`config.mk`:
```
export PLATFORM = sky130hd
export DESIGN_NAME = reservation_station
export DESIGN_NICKNAME = d
export VERILOG_FILES = /design/src/rtl/reservation_station.sv
export SDC_FILE = /design/constraint.sdc
export NUM_CORES = 2
export LEC_CHECK = 0
export ABC_CLOCK_PERIOD_IN_PS = 8500
export BUFFER_PORTS_ARGS = -buffer_cell sky130_fd_sc_hd__buf_2
export CORE_AREA = 2 2 382 290
export DETAILED_ROUTE_END_ITERATION = 10
export DIE_AREA = 0 0 384 292
export SLEW_MARGIN = 0
export SYNTH_ARGS = -nofsm -noshare
export SYNTH_HDL_FRONTEND = slang
export SYNTH_SLANG_ARGS = --single-unit
```
`constraint.sdc`:
```
create_clock -name clk_in -period 8.5 [get_ports clk_in]
set_input_delay 0.425 -clock clk_in [delete_from_list [all_inputs] [get_ports clk_in]]
set_output_delay 0.425 -clock clk_in [all_outputs]
set_load 0.03 [all_outputs]
```
`src/rtl/reservation_station.sv`:
```
`default_nettype none
// ============================================================================
// Module   : reservation_station
// Summary  : ALU reservation station. Holds renamed ALU/branch instructions
//            until both operands are resolved, snoops the ALU and LSB result
//            buses for wakeup, and dispatches one ready entry per cycle.
// Revision : 1.0 - initial release
// ============================================================================
module reservation_station #(
    parameter int RS_SIZE   = 8,
    parameter int ROB_WIDTH = 4
) (
    input  logic                 clk_in,
    input  logic                 rst_in,
    input  logic                 rdy_in,
    input  logic                 clear,

    input  logic                 issue_valid,
    input  logic [2:0]           issue_type,
    input  logic [7:0]           issue_op,
    input  logic [31:0]          issue_val_j,
    input  logic [31:0]          issue_val_k,
    input  logic                 issue_has_dep_j,
    input  logic                 issue_has_dep_k,
    input  logic [ROB_WIDTH-1:0] issue_dep_j,
    input  logic [ROB_WIDTH-1:0] issue_dep_k,
    input  logic [ROB_WIDTH-1:0] issue_rob_id,
    output logic                 rs_full,

    input  logic                 alu_cdb_valid,
    input  logic [ROB_WIDTH-1:0] alu_cdb_rob_id,
    input  logic [31:0]          alu_cdb_val,
    input  logic                 lsb_cdb_valid,
    input  logic [ROB_WIDTH-1:0] lsb_cdb_rob_id,
    input  logic [31:0]          lsb_cdb_val,

    output logic                 alu_en,
    output logic [2:0]           alu_type,
    output logic [7:0]           alu_op,
    output logic [31:0]          alu_val_j,
    output logic [31:0]          alu_val_k,
    output logic [ROB_WIDTH-1:0] alu_rob_id
);

    localparam int c_IDX_W = $clog2(RS_SIZE);
    localparam int c_CNT_W = $clog2(RS_SIZE) + 1;
    // Occupancy at which the decoder is told to stop; one slot of margin
    // covers the decoder's one-cycle issue latency.
    localparam logic [c_CNT_W-1:0] c_FULL_MARK = c_CNT_W'(RS_SIZE - 1);

    // ------------------------------------------------------------------
    // Entry storage
    // ------------------------------------------------------------------
    logic [RS_SIZE-1:0]   r_busy;
    logic [RS_SIZE-1:0]   r_has_dep_j;
    logic [RS_SIZE-1:0]   r_has_dep_k;
    logic [2:0]           r_type   [RS_SIZE];
    logic [7:0]           r_op     [RS_SIZE];
    logic [31:0]          r_val_j  [RS_SIZE];
    logic [31:0]          r_val_k  [RS_SIZE];
    logic [ROB_WIDTH-1:0] r_dep_j  [RS_SIZE];
    logic [ROB_WIDTH-1:0] r_dep_k  [RS_SIZE];
    logic [ROB_WIDTH-1:0] r_rob_id [RS_SIZE];
    logic [c_CNT_W-1:0]   r_count;

    // ------------------------------------------------------------------
    // Combinational helpers
    // ------------------------------------------------------------------
    logic [RS_SIZE-1:0] w_ready;
    logic               w_free_found;
    logic [c_IDX_W-1:0] w_free_idx;
    logic               w_rdy_found;
    logic [c_IDX_W-1:0] w_rdy_idx;
    logic               w_issue_acc;
    logic [c_CNT_W-1:0] w_count_next;
    // Snoop results are {hit, value}.
    logic [32:0]        w_snp_j [RS_SIZE];
    logic [32:0]        w_snp_k [RS_SIZE];
    logic [32:0]        w_iss_snp_j;
    logic [32:0]        w_iss_snp_k;

    // Look up a tag on both result buses; the ALU bus wins on a tag tie.
    function automatic logic [32:0] f_snoop(input logic [ROB_WIDTH-1:0] tag);
        if (alu_cdb_valid && (alu_cdb_rob_id == tag)) begin
            return {1'b1, alu_cdb_val};
        end else if (lsb_cdb_valid && (lsb_cdb_rob_id == tag)) begin
            return {1'b1, lsb_cdb_val};
        end
        return {1'b0, 32'h0};
    endfunction

    // Readiness uses registered state only, so a same-cycle wakeup cannot
    // dispatch until the following cycle.
    for (genvar gi = 0; gi < RS_SIZE; gi++) begin : g_ready
        assign w_ready[gi] = r_busy[gi] & ~r_has_dep_j[gi] & ~r_has_dep_k[gi];
    end

    // Lowest-index free slot and lowest-index ready slot (pre-edge state).
    always_comb begin
        w_free_found = 1'b0;
        w_free_idx   = '0;
        w_rdy_found  = 1'b0;
        w_rdy_idx    = '0;
        for (int i = RS_SIZE - 1; i >= 0; i--) begin
            if (!r_busy[i]) begin
                w_free_found = 1'b1;
                w_free_idx   = c_IDX_W'(i);
            end
            if (w_ready[i]) begin
                w_rdy_found = 1'b1;
                w_rdy_idx   = c_IDX_W'(i);
            end
        end
    end

    // Broadcast snoop for every stored operand and for the issuing operands.
    always_comb begin
        for (int i = 0; i < RS_SIZE; i++) begin
            w_snp_j[i] = f_snoop(r_dep_j[i]);
            w_snp_k[i] = f_snoop(r_dep_k[i]);
        end
        w_iss_snp_j = f_snoop(issue_dep_j);
        w_iss_snp_k = f_snoop(issue_dep_k);
    end

    // Issue acceptance and next occupancy.
    always_comb begin
        w_issue_acc  = issue_valid & w_free_found;
        w_count_next = r_count + c_CNT_W'(w_issue_acc) - c_CNT_W'(w_rdy_found);
    end

    // ------------------------------------------------------------------
    // State update: flush, wakeup, dispatch and issue
    // ------------------------------------------------------------------
    always_ff @(posedge clk_in or negedge rst_in) begin
        if (!rst_in) begin
            r_busy      <= '0;
            r_has_dep_j <= '0;
            r_has_dep_k <= '0;
            for (int i = 0; i < RS_SIZE; i++) begin
                r_type[i]   <= '0;
                r_op[i]     <= '0;
                r_val_j[i]  <= '0;
                r_val_k[i]  <= '0;
                r_dep_j[i]  <= '0;
                r_dep_k[i]  <= '0;
                r_rob_id[i] <= '0;
            end
            r_count    <= '0;
            rs_full    <= 1'b0;
            alu_en     <= 1'b0;
            alu_type   <= '0;
            alu_op     <= '0;
            alu_val_j  <= '0;
            alu_val_k  <= '0;
            alu_rob_id <= '0;
        end else if (!rdy_in) begin
            alu_en <= 1'b0;
        end else if (clear) begin
            r_busy  <= '0;
            r_count <= '0;
            rs_full <= 1'b0;
            alu_en  <= 1'b0;
        end else begin
            // Wakeup of waiting operands in busy entries.
            for (int i = 0; i < RS_SIZE; i++) begin
                if (r_busy[i] && r_has_dep_j[i] && w_snp_j[i][32]) begin
                    r_val_j[i]     <= w_snp_j[i][31:0];
                    r_has_dep_j[i] <= 1'b0;
                end
                if (r_busy[i] && r_has_dep_k[i] && w_snp_k[i][32]) begin
                    r_val_k[i]     <= w_snp_k[i][31:0];
                    r_has_dep_k[i] <= 1'b0;
                end
            end

            // Dispatch; alu_* data hold their last values when idle.
            alu_en <= w_rdy_found;
            if (w_rdy_found) begin
                alu_type            <= r_type[w_rdy_idx];
                alu_op              <= r_op[w_rdy_idx];
                alu_val_j           <= r_val_j[w_rdy_idx];
                alu_val_k           <= r_val_k[w_rdy_idx];
                alu_rob_id          <= r_rob_id[w_rdy_idx];
                r_busy[w_rdy_idx]   <= 1'b0;
            end

            // Issue into a slot that was free before this edge, so it never
            // collides with the slot being dispatched.
            if (w_issue_acc) begin
                r_busy[w_free_idx]      <= 1'b1;
                r_type[w_free_idx]      <= issue_type;
                r_op[w_free_idx]        <= issue_op;
                r_dep_j[w_free_idx]     <= issue_dep_j;
                r_dep_k[w_free_idx]     <= issue_dep_k;
                r_rob_id[w_free_idx]    <= issue_rob_id;
                if (issue_has_dep_j && w_iss_snp_j[32]) begin
                    r_val_j[w_free_idx]     <= w_iss_snp_j[31:0];
                    r_has_dep_j[w_free_idx] <= 1'b0;
                end else begin
                    r_val_j[w_free_idx]     <= issue_val_j;
                    r_has_dep_j[w_free_idx] <= issue_has_dep_j;
                end
                if (issue_has_dep_k && w_iss_snp_k[32]) begin
                    r_val_k[w_free_idx]     <= w_iss_snp_k[31:0];
                    r_has_dep_k[w_free_idx] <= 1'b0;
                end else begin
                    r_val_k[w_free_idx]     <= issue_val_k;
                    r_has_dep_k[w_free_idx] <= issue_has_dep_k;
                end
            end

            r_count <= w_count_next;
            rs_full <= (w_count_next >= c_FULL_MARK);
        end
    end

endmodule
`default_nettype wire

```
==> summary.md <==
| Metric | Value |
|---|---|
| Clock Power Share | 34.9% |
| Placed cell area | 49900 um2 |
| Final Skew | 54.0 ps |
| H-tree levels | 3 |
| Period utilization | 56.0% |
| Post-Syn Nets | 5642 |
| Final hold violations | 0 |
| Post-synth cell types | 80 |
| Cells after DPL | 6603 |
| RD Place Congestion | 0.892 |
| DR WL/cell | 34.5 um |
| Standard-cell row count | 105 |
| Design area | 52900 um2 |
| TritonCTS clock tree | built |
| First drt pass iteration count | 9 |
| Setup TNS | 0 ps |
| Root Buffer | clkbuf_16 |
| Outcome | complete, no violations |
| Main synth FF type | dfrtp_1 |
| WL final | 234000 um |
| Pins Over Slew Limit | 0 |
| Sequential share of the synthesized area | 41.6% |
| Worst-path clk slew | 70 ps |
| Nets | 5425 |
| Max-cap violations | 0 |
| Vias in the first global route | 47000 |
| EDFF count, synth | 0 |
| Max Fclk | 210 MHz |
| Net switching power | 3.96 mW |
| Combinational Power Share | 22.8% |
| Slew Limit Headroom | 12.6% |
| Largest net degree at the start of global routing | 153 |
| Multi-input logic area | 25500 um2 |
| First-pass GRT wire length | 337000 um |
| Max FO, Critical Path | 130 |
| DIE HEIGHT | 292 um |
| HP Class | in -> reg |
| Worst Path Required | 9100 ps |
| Sequential power share | 42.3% |
| Antenna viol nets, final | 0 |
| IO Count | 249 |
| Number of gates resized after cts | 0 |
| P&R area growth vs syn | 9.25% |
| Starting Density | 44.7% |
| Clk sink count | 805 |
| Worst-Skew Late Latency | 730 ps |
| IO buf count | 248 |
| Post-synthesis register bit count | 805 |
| Initial antenna violation count | 15 |
| Non-Filler Instances | 6778 |
| Sw Share | 33.7% |
| Critical path data arrival time | 5370 ps |
| Gr ovfl total | 0 |
| Reg area | 20100 um2 |
| Die area | 112000 um2 |
| DP Worst Slack | 4090 ps |
| Int Pwr | 7.78 mW |
| Final HPWL DP | 126000 um |
| Syn Std Cell Area | 48400 um2 |
| RSZ-0062 raised after global routing | no |
| Initial DRC count | 8090 |
| Avg Cell Area, Syn | 8.85 um2 |
| Core area | 108000 um2 |
| WS Path Type | reg -> reg |
| Synth Instances | 5469 |
| Layout fillers | 10200 |
| Vias per Instance | 7.29 |
| Worst Tran Pin Value | 1310 ps |
| Maximum clock path buffer count | 3 |
| Final setup viols | 0 |
| Layout cells sized above 1 | 17.3% |
| LEAKAGE | 22.1 nW |
| CP startpoint kind | flip-flop |
| CP endpoint kind | flip-flop |
| Post-route DRC | 0 |
| Synth async-reset ratio | 100% |
| Yosys warning count | 0 |
| Gr usage total | 40.7% |
| Maximum VDD drop | 162 uV |
| WHS | 17.5 ps |
| Period minus WS final | 4760 ps |
| Pwr/cell area | 222 nW/um2 |
| Die extent in x | 384 um |
| CTS Buf Count | 88 |
| Post-route setup slack | 3740 ps |
| Vias | 49400 |
## sequential cells by signal (all words and copies together) (netlist names)
name         flops
r_val_j        256
r_val_k        256
r_op            64
alu_val_j       32
alu_val_k       32
r_dep_j         32
r_dep_k         32
r_rob_id        32
r_type          24
alu_op           8
r_busy           8
r_has_dep_j      8
r_has_dep_k      8
alu_rob_id       4
r_count          4
alu_type         3
alu_en           1
rs_full          1
## synth_stat cells (8+ instances only)
library cell	instances	area, um2
o21ai_0	170	851
buf_2	139	696
buf_4	33	248
xnor2_1	40	350
o221a_4	20	400
nand2_1	1092	4100
buf_1	52	195
mux2i_1	96	961
a21oi_1	412	2060
nor3_1	63	315
nor2_1	79	297
clkbuf_1	449	1690
o32a_1	29	290
buf_6	8	90.1
o2111ai_1	89	780
and3_1	26	163
nand2b_1	31	194
and2_1	21	131
a22oi_1	9	67.6
mux2_2	118	1330
and2_4	27	236
o2bb2ai_1	11	96.3
xor2_1	104	911
o211ai_1	15	113
inv_1	59	221
nor2b_1	32	200
o21ai_1	74	370
a21boi_0	9	67.6
dfrtp_1	805	20100
a221o_1	255	2550
o22ai_1	12	75.1
o211a_1	9	90.1
a31oi_1	20	125
a211oi_1	128	961
nand3_1	407	2040
a221oi_1	220	1930
o221a_2	164	1850
or3_1	34	213
## worst paths after layout
| kind | depth (start not counted) | slack, ps | from | to |
|---|---|---|---|---|
| max | 7 | 3740 | r_busy[3] | alu_val_k[7] |
| min | 3 | 20 | issue_rob_id[3] | r_rob_id[15] |
| max reg2reg | 7 | 3740 | r_busy[3] | alu_val_k[7] |
| min reg2reg | 2 | 470 | r_op[45] | r_op[45] |
| max in group asynchronous | 4 | 5970 | rst_in | r_val_k[180] |
| min in group asynchronous | 2 | 300 | rst_in | alu_val_j[31] |
## layout by cell type (no fill, tap or decap), types with 104 or more instances in the layout
cell type / instances
xor2_1: 104
o221a_2: 164
a21oi_1: 412
a211oi_1: 128
o21ai_0: 170
a221oi_1: 220
dfrtp_1: 805
nand3_1: 406
nand2_1: 1085
a221o_1: 255
mux2_2: 118
buf_2: 247
buf_4: 119
## power by group through the flow
stage	Sequential [mW]	Clock, mW	Combinational (mW)
finish	4.96	4.10	2.68
floorplan	5.12	0	1.49
detailed placement	5.00	0	2.63
global placement	5.01	0	2.56
CTS	4.94	4.08	2.63
global route	5.01	4.24	2.87
## logic make-up after synthesis
group           Yosys count  synth area share (%)
simple gates           1874                  17.5
compound gates         1686                  26.9
flops                   805                  41.6
buf+inv                 741                  6.48
mux                     214                  4.73
xor+xnor                144                  2.60
fa+ha+maj                 5                 0.145
## stage by stage
step	power, mW	utilization [%]
finish	11.7	48.8
global placement	7.57	46.0
detailed placement	7.62	46.0
floorplan	6.61	-
CTS	11.7	48.8
global route	12.1	48.8
## area by class of cell
| type | count | share of cell area [%] |
|---|---|---|
| clock inverter | 27 | 0.665 |
| clock buffer | 133 | 4.94 |
| tap | 1444 | 3.42 |
| multi-input combinational | 3923 | 48.2 |
| antenna | 12 | 0.0568 |
| inverter | 60 | 0.426 |
| timing repair buffer | 374 | 4.26 |
| sequential | 805 | 38.1 |
## metal layers
layer	wire length, um	track usage [%]	part of all wire, %	up-vias
met3	36300	16.6	15	1040
li1	-	-	-	19800
met2	93100	55.4	40	4387
met4	14200	20.7	6.1	4
met1	90600	54.9	39	24200
met5	33	0	0.014	-
## worst max-delay path, stage by stage (launching register included)
cell	delay, ps
dfrtp_1	490
or3b_4	960
nand2_1	750
o21bai_4	920
buf_12	580
a221oi_1	240
mux2_2	310
o21ai_1	120
## repair_timing
item,CTS,global route
hold endpoints to repair,72,0
setup endpoints to repair,0,0
setup buffers,0,0
hold buffers,3,0
No activity file was read; power rests on OpenSTA's default activity.
